`src/rtl/cpu_pkg.sv`:
```
// Shared core definitions: cache operation codes and memory-port owner IDs
// used by the unified memory port arbiter and its owner FIFO.
package cpu_pkg;

   localparam logic CACHE_READ  = 1'b0;
   localparam logic CACHE_WRITE = 1'b1;

   typedef enum logic {
      OWN_I = 1'b0,
      OWN_D = 1'b1
   } owner_t;

endpackage

```
`src/rtl/owner_fifo.sv`:
```
// In-order FIFO of owner IDs, one entry per outstanding cache read.
// Full/empty come from the registered count, so a push into a full FIFO is refused even with a pop.
module owner_fifo
   import cpu_pkg::*;
#(
   parameter int DEPTH = 4
) (
   input  logic   clk,
   input  logic   reset,
   input  logic   push,
   input  logic   pop,
   input  owner_t din,
   output owner_t head,
   output logic   full,
   output logic   empty
);

   localparam int PW = $clog2(DEPTH);
   localparam int CW = PW + 1;

   logic [PW-1:0] wr_ptr;
   logic [PW-1:0] rd_ptr;
   logic [CW-1:0] count;
   owner_t        slots [DEPTH];
   logic          do_push;
   logic          do_pop;

   assign full    = (count == CW'(DEPTH));
   assign empty   = (count == '0);
   assign do_push = push & ~full;
   assign do_pop  = pop & ~empty;
   assign head    = slots[rd_ptr];

   // NOTE: non-blocking assignments so every register samples pre-edge values.
   always_ff @(posedge clk) begin
      if (reset) begin
         wr_ptr <= '0;
         rd_ptr <= '0;
         count  <= '0;
      end else begin
         if (do_push) wr_ptr <= wr_ptr + PW'(1);
         if (do_pop)  rd_ptr <= rd_ptr + PW'(1);
         case ({do_push, do_pop})
            2'b10:   count <= count + CW'(1);
            2'b01:   count <= count - CW'(1);
            default: count <= count;
         endcase
      end
   end

   // NOTE: storage is not reset; the count alone decides which slots are valid.
   always_ff @(posedge clk) begin
      if (do_push) slots[wr_ptr] <= din;
   end

endmodule

```
`src/rtl/mem_port_arbiter.sv`:
```
// Shares one cache port between instruction fetch and data requesters: round-robin grant held
// until accepted, with an in-order owner FIFO steering each read response back to its requester.
module mem_port_arbiter
   import cpu_pkg::*;
#(
   parameter int DEPTH = 4,
   parameter int AW    = 32,
   parameter int DW    = 32
) (
   input  logic          clk,
   input  logic          reset,
   input  logic          i_valid_in,
   input  logic [AW-1:0] i_addr_in,
   output logic          i_ready_out,
   input  logic          d_valid_in,
   input  logic          d_op_in,
   input  logic [AW-1:0] d_addr_in,
   input  logic [DW-1:0] d_wdata_in,
   output logic          d_ready_out,
   output logic          mem_valid_in,
   output logic [AW-1:0] mem_addr,
   output logic          mem_op,
   output logic [DW-1:0] mem_wdata,
   input  logic          mem_ready_in,
   input  logic          mem_valid_out,
   input  logic [DW-1:0] mem_data,
   output logic          mem_ready_out,
   output logic          i_rsp_valid,
   output logic [DW-1:0] i_rsp_data,
   input  logic          i_rsp_ready,
   output logic          d_rsp_valid,
   output logic [DW-1:0] d_rsp_data,
   input  logic          d_rsp_ready
);

   owner_t gnt;
   owner_t last_grant;
   owner_t lock_owner;
   owner_t head;
   logic   lock;
   logic   gnt_any;
   logic   i_elig;
   logic   d_elig;
   logic   accept;
   logic   push;
   logic   pop;
   logic   full;
   logic   empty;
   logic   head_ready;

   // Writes bypass the FIFO, so only reads are held back by a full FIFO.
   assign i_elig = i_valid_in & ~full;
   assign d_elig = d_valid_in & ((d_op_in == CACHE_WRITE) | ~full);

   // NOTE: every always_comb output gets a default first so no latch is inferred.
   always_comb begin
      gnt     = OWN_I;
      gnt_any = 1'b0;
      if (lock) begin
         gnt     = lock_owner;
         gnt_any = (lock_owner == OWN_D) ? d_elig : i_elig;
      end else if (i_elig && d_elig) begin
         gnt     = (last_grant == OWN_I) ? OWN_D : OWN_I;
         gnt_any = 1'b1;
      end else if (d_elig) begin
         gnt     = OWN_D;
         gnt_any = 1'b1;
      end else if (i_elig) begin
         gnt     = OWN_I;
         gnt_any = 1'b1;
      end
   end

   assign mem_valid_in = gnt_any & ~reset;
   assign accept       = mem_valid_in & mem_ready_in;
   assign i_ready_out  = accept & (gnt == OWN_I);
   assign d_ready_out  = accept & (gnt == OWN_D);

   assign mem_addr  = (gnt == OWN_D) ? d_addr_in  : i_addr_in;
   assign mem_op    = (gnt == OWN_D) ? d_op_in    : CACHE_READ;
   assign mem_wdata = (gnt == OWN_D) ? d_wdata_in : '0;

   assign push = accept & (mem_op == CACHE_READ);

   // A response with no outstanding tag is never acknowledged and leaves the FIFO untouched.
   assign head_ready    = (head == OWN_D) ? d_rsp_ready : i_rsp_ready;
   assign mem_ready_out = ~reset & ~empty & head_ready;
   assign i_rsp_valid   = ~reset & mem_valid_out & ~empty & (head == OWN_I);
   assign d_rsp_valid   = ~reset & mem_valid_out & ~empty & (head == OWN_D);
   assign i_rsp_data    = mem_data;
   assign d_rsp_data    = mem_data;
   assign pop           = mem_valid_out & mem_ready_out;

   always_ff @(posedge clk) begin
      if (reset) begin
         lock       <= 1'b0;
         lock_owner <= OWN_I;
         last_grant <= OWN_I;
      end else if (accept) begin
         lock       <= 1'b0;
         last_grant <= gnt;
      end else if (mem_valid_in) begin
         lock       <= 1'b1;
         lock_owner <= gnt;
      end
   end

   owner_fifo #(
      .DEPTH(DEPTH)
   ) u_owner_fifo (
      .clk  (clk),
      .reset(reset),
      .push (push),
      .pop  (pop),
      .din  (gnt),
      .head (head),
      .full (full),
      .empty(empty)
   );

endmodule

```
`config.mk`:
```
export PLATFORM = sky130hd
export DESIGN_NAME = mem_port_arbiter
export DESIGN_NICKNAME = d
export VERILOG_FILES = /design/src/rtl/cpu_pkg.sv /design/src/rtl/owner_fifo.sv /design/src/rtl/mem_port_arbiter.sv
export SDC_FILE = /design/constraint.sdc
export NUM_CORES = 1
export LEC_CHECK = 0
export ABC_AREA = 1
export BUFFER_PORTS_ARGS = -buffer_cell sky130_fd_sc_hd__buf_2
export CORE_AREA = 2 2 105 107
export DETAILED_ROUTE_END_ITERATION = 10
export DIE_AREA = 0 0 107 109
export GPL_ROUTABILITY_DRIVEN = 0
export HOLD_SLACK_MARGIN = 0.08
export PLACE_DENSITY = 0.59
export SLEW_MARGIN = 25
export SYNTH_ARGS = -nofsm -noshare
export SYNTH_HDL_FRONTEND = slang
export SYNTH_SLANG_ARGS = --single-unit
```
`constraint.sdc`:
```
create_clock -name clk -period 3.6 [get_ports clk]
set_input_delay 0.18 -clock clk [delete_from_list [all_inputs] [get_ports clk]]
set_output_delay 0.18 -clock clk [all_outputs]
set_load 0.05 [all_outputs]
```
==> flow_summary_export.csv, run 1 <==
group,metric,value,unit
status,status,"finished clean",
critical_path,crit_required,3.42,ns
logic_synthesis,synth.net_count,496,
pwr,leakagePower,0.001680,uW
final_layout,syn2layout_area_growth,26.34,%
sta,clock_skew,0.005105,ns
floorplan,start_util,19.22,%
global_routing,antenna_found_initial,0,
clock_tree,h-tree-depth,1,
place,placed_area,2529,sq um
logic_synthesis,synth.avg_cell_area,5.774,sq um
floorplan,num_rows,38,
route,vias,2263,
route,viasPerCell,3.778,
sta,fin_crit_sh,74.35,%
global_routing,grt_pass1_vias,1865,
clock_tree,cts-buffers-inserted,3,
sta,whs,0.1944,ns
floorplan,die_y,109,um
critical_path,endpoint_kind,"output port",
clock_tree,clk_pin_slew,0.07,ns
floorplan,core-area,10600,sq um
final_layout,fin_area,2575,sq um
route,route.detailed.drc,0,
critical_path,crit_type,"reg2out",
global_routing,grt_max_degree,66,
floorplan,dieArea,11660,sq um
clock_tree,cts_buffer_depth,2,
final_layout,nets,603,
pwr,ir_worst_vdd,0.1375,mV
critical_path,rr_worst_depth,14,
critical_path,worstSetupEndpoint,"mem_wdata[14]",
final_layout,utilization,24.29,%
clock_tree,cts_setup_buffers,0,
sta,fmax,373.6,MHz
sta,tightest_slew,0.8273,ns
route,drt_iter0_drc,96,
floorplan,die_x,107,um
sta,slew_headroom,44.78,%
logic_synthesis,yosys_register_bits,16,
global_routing,grt-ovfl-total,0,
logic_synthesis,synthesis.yosys.warnings,0,
sta,setup_violations,0,
global_routing,track_usage,9.337,%
clock_tree,cts_tree,"built",
clock_tree,holdBufCountCts,0,
route,drt_wl_total,6.146,mm
worst_hold_path,hp-class,"in2reg",
route,routedWlPerCell,10.26,um
logic_synthesis,synth_cell_type_count,21,
clock_tree,clk_latency,0.25,ns
logic_synthesis,synthCells,353,
final_layout,multi_input_area,892.1,sq um
sta,layout_min_cycle_time,2.676,ns
sta,hold_viol_final,0,
flow_run,cap_viol_max_count,0,
route,antenna_left,0,
final_layout,final_layout_size_suffix_gt1_share,40.31,%
final_layout,nFillCells,1256,
sta,fin_setup_tns,0,ns
logic_synthesis,synth-seq-area-share,17.68,%
global_routing,grt_pass1_wl,8.873,mm
pwr,p_total,872.3,uW
clock_tree,cts_root_buf,"clkbuf_8",
critical_path,cp_max_fo,65,
sta,slew_violations,0,
floorplan,pin_count,272,
critical_path,r2r_end,"u_owner_fifo.count[2]$_SDFFE_PP0P_",
place,dp_hpwl,5.233,mm
route,dr.pass1.iters,4,
pwr,power.density,338.7,nW/um^2
critical_path,worstPathArrival,2.50,ns
sta,rsz0062_at_grt,"no",
clock_tree,ctsResizeCount,0,
critical_path,crit_start,"u_owner_fifo.count[0]$_SDFFE_PP0P_",
critical_path,timing.rr.start,"u_owner_fifo.count[0]$_SDFFE_PP0P_",
place,port_buffers,175,
logic_synthesis,syn_area,2038,sq um
final_layout,regArea,360.3,sq um
critical_path,start_kind,"flop",
final_layout,diodes,0,
critical_path,rrSetupSlack,1.22,ns
clock_tree,clock-sinks,16,
==> worst min path at each step <==
stage | slack (ns) | endpoint | depth (start not counted) | from
after detailed placement | 0.36 | i_rsp_data[21] | 0 | mem_data[21]
after CTS | 0.20 | lock_owner$_SDFFE_PP0P_ | 2 | reset
after floorplan | 0.25 | lock_owner$_SDFFE_PP0P_ | 1 | reset
final | 0.19 | lock_owner$_SDFFE_PP0P_ | 2 | reset
after global routing | 0.20 | lock_owner$_SDFFE_PP0P_ | 2 | reset
after global placement | 0.36 | i_rsp_data[21] | 0 | mem_data[21]
==> metrics by stage <==
step | setup WS, ns | std cells
after floorplan | 1.450 | 353
after global placement | 1.245 | 595
after detailed placement | 1.218 | 595
after CTS | 1.010 | 599
after global routing | 0.6554 | 599
final | 0.9236 | 599
==> cells in the mapped netlist <==
library cell	n	area [sq um]
a21oi_1	10	50.05
buf_2	4	20.02
buf_4	64	480.5
buf_6	6	67.56
dfxtp_1	12	240.2
edfxtp_1	4	120.1
fa_1	1	20.02
ha_1	5	62.56
inv_1	57	214.0
inv_2	1	3.750
nand2_1	120	450.4
nand2_4	1	11.26
nand3_1	10	50.05
nand3_2	1	10.01
nor2_1	46	172.7
nor2_2	2	12.51
nor3_1	1	5.000
o21ai_0	5	25.02
o31ai_1	1	7.510
or2_2	1	6.260
xor2_1	1	8.760
==> cell type report <==
class	count	area share [%]
Multi-Input combinational cell	205	34.65
Timing Repair Buffer	176	34.31
Sequential cell	16	13.99
Inverter	58	8.503
Tap cell	140	6.803
Clock buffer	4	1.749
==> layer usage <==
layer,track usage (%),part of all wire [%],up-vias
li1,-,-,1177
met2,13.74,42,130
met3,3.108,11,18
met5,0,0,-
met4,3.154,2.4,0
met1,12.76,45,938
==> power breakdown <==
part / internal [uW] / switching [uW]
Clock: 78.3 / 59.5
Sequential: 193 / 6.28
Combinational: 133 / 402
Total: 404 / 468
==> cell families after synthesis <==
| logic type | synth area share (%) |
|---|---|
| xor gates and xnor gates | 0.4298 |
| adders and majority gates | 4.052 |
| and+or+nand+nor | 35.24 |
| AOI/OAI and AO/OA | 4.052 |
| buffers and inverters | 38.55 |
| DFF | 17.68 |
==> placed cells by master (no fill, tap or decap) <==
cell / count
buf_2: 175
nand2_1: 120
inv_1: 57
nor2_1: 46
dfxtp_1: 12
nand3_1: 10
a21oi_1: 10
o21ai_0: 5
ha_1: 5
edfxtp_1: 4
clkbuf_8: 3
nor2_2: 2
nor3_1: 1
nand3_2: 1
nand2_4: 1
clkinv_2: 1
or2_2: 1
xor2_1: 1
o31ai_1: 1
fa_1: 1
clkbuf_1: 1
buf_4: 1
==> critical path, cell delays in order (launching register included) <==
cell and delay [ns]:
dfxtp_1 0.33, nor2_2 0.15, nand2_1 0.08, nand3_1 0.08, nand3_2 0.10, nand2_4 0.13
clkinv_2 0.65, nor2_1 0.39, buf_2 0.32
Power figures use the tool's default switching activity.
==> run 2: changes to the inputs <==
==> constraint.sdc (replaced) <==
create_clock -name clk -period 2.5 [get_ports clk]
set_input_delay 0.125 -clock clk [delete_from_list [all_inputs] [get_ports clk]]
set_output_delay 0.125 -clock clk [all_outputs]
set_load 0.05 [all_outputs]
==> flow_summary_export.csv, run 2 (synthesis gave the netlist of run 1 again) <==
group,metric,value,unit
critical_path,crit_top_cell,"nand2_1",
clock_tree,cts_buffer_depth,2,
final_layout,nFillCells,1252,
clock_tree,cts_tree,"built",
final_layout,final_layout_size_suffix_gt1_share,40.78,%
global_routing,grt_max_degree,52,
worst_hold_path,hp-class,"in2reg",
pwr,ir_worst_vdd,0.2723,mV
clock_tree,ctsResizeCount,0,
global_routing,grt_pass1_vias,1831,
critical_path,crit_chain,"nor2_2 -> nand3_1 -> nand2_1 -> inv_1 -> nand3_2 -> nand2_4 -> buf_4 -> inv_2 -> buf_12 -> nand2_1 -> nand2_1 -> buf_2",
place,port_buffers,175,
clock_tree,clk_pin_slew,0.06,ns
pwr,power.density,483.5,nW/um^2
sta,tightest_slew,0.2956,ns
final_layout,final_common_cell,"buf_2",
route,antenna_left,0,
global_routing,grt_pass1_wl,8.638,mm
global_routing,grt-ovfl-total,0,
pwr,leakagePower,0.001695,uW
clock_tree,holdBufCountCts,0,
sta,hold_viol_final,0,
clock_tree,cts_setup_buffers,0,
clock_tree,clock-sinks,16,
clock_tree,h-tree-depth,1,
sta,fin_crit_sh,91.81,%
flow_run,cap_viol_max_count,0,
route,drt_wl_total,6.040,mm
sta,slew_headroom,80.14,%
clock_tree,clk_latency,0.24,ns
route,viasPerCell,3.684,
sta,slew_violations,0,
critical_path,cp_max_fo,51,
sta,rsz0062_at_grt,"no",
sta,clock_skew,0.005213,ns
route,vias,2214,
critical_path,rr_worst_depth,14,
critical_path,endpoint_kind,"output port",
status,status,"finished clean",
critical_path,crit_slowest_cell,"dfxtp_1",
critical_path,crit_required,2.38,ns
floorplan,die_x,107,um
final_layout,fin_area,2604,sq um
route,route.detailed.drc,0,
clock_tree,cts-buffers-inserted,3,
floorplan,core-area,10600,sq um
floorplan,pin_count,272,
floorplan,dieArea,11660,sq um
critical_path,worstPathArrival,2.17,ns
final_layout,layout_common_cells,"175 x buf_2, 119 x nand2_1, 57 x inv_1, 46 x nor2_1, 12 x dfxtp_1",
final_layout,multi_input_area,894.6,sq um
floorplan,num_rows,38,
critical_path,crit_type,"reg2out",
critical_path,start_kind,"flop",
final_layout,syn2layout_area_growth,27.75,%
critical_path,slowest_delay,0.33,ns
floorplan,die_y,109,um
final_layout,diodes,0,
final_layout,nets,605,
floorplan,start_util,19.22,%
route,routedWlPerCell,10.05,um
sta,fin_setup_tns,0,ns
place,dp_cells,597,
global_routing,antenna_found_initial,0,
sta,layout_min_cycle_time,2.295,ns
final_layout,regArea,360.3,sq um
route,dr.pass1.iters,4,
sta,fmax,435.7,MHz
worst_hold_path,whs_path_depth,2,
place,placed_area,2556,sq um
place,dp_hpwl,5.159,mm
final_layout,utilization,24.56,%
sta,setup_violations,0,
clock_tree,cts_root_buf,"clkbuf_8",
global_routing,track_usage,9.055,%
final_layout,final_cells,601,
route,drt_iter0_drc,98,
==> run 2: through the flow <==
| stage | power (uW) | hold WS [ns] | worst slack, ns |
|---|---|---|---|
| 2_1_floorplan | 1140 | 0.1941 | 0.3504 |
| 3_3_place_gp | 1075 | 0.2505 | 0.2327 |
| 3_5_place_dp | 1074 | 0.2505 | 0.1812 |
| 4_1_cts | 1274 | 0.1406 | 0.1655 |
| 5_1_grt | 1350 | 0.1590 | 0.002515 |
| 6_report | 1259 | 0.1411 | 0.2048 |
==> run 2: layer usage <==
metal	global-route usage (%)	routed length (um)
met1	12.28	2684
met2	13.56	2558
met3	2.809	640
met4	3.154	156
met5	0	0
==> run 2: worst max-delay path, delay by kind of cell (launching register included) <==
family                 cells  cell delay [ns]
AND/OR/NAND/NOR            7             0.62
flip-flops                 1             0.33
buffers and inverters      5             0.93
==> run 2: worst paths after layout <==
kind                                            from                                 end  slack (ns)
setup reg to reg  u_owner_fifo.count[0]$_SDFFE_PP0P_  u_owner_fifo.count[2]$_SDFFE_PP0P_        0.23
setup / recovery  u_owner_fifo.count[0]$_SDFFE_PP0P_                        mem_addr[14]        0.20
hold / removal                                 reset             lock_owner$_SDFFE_PP0P_        0.14
hold reg to reg              lock_owner$_SDFFE_PP0P_             lock_owner$_SDFFE_PP0P_        0.47
==> run 2: layout make-up <==
| cell class | instances | share of cell area, % |
|---|---|---|
| repair buffers | 178 | 34.98 |
| multi-input cells | 205 | 34.36 |
| flip-flops and latches | 16 | 13.84 |
| inverters | 58 | 8.361 |
| well taps | 140 | 6.728 |
| clock buffers | 4 | 1.730 |
==> run 2: power breakdown <==
group	internal, uW	leakage [uW]	total, uW	switching [uW]
clock network	113	0.0000228	193	80.2
logic	198	0.00154	779	581
registers	278	0.000134	288	9.15
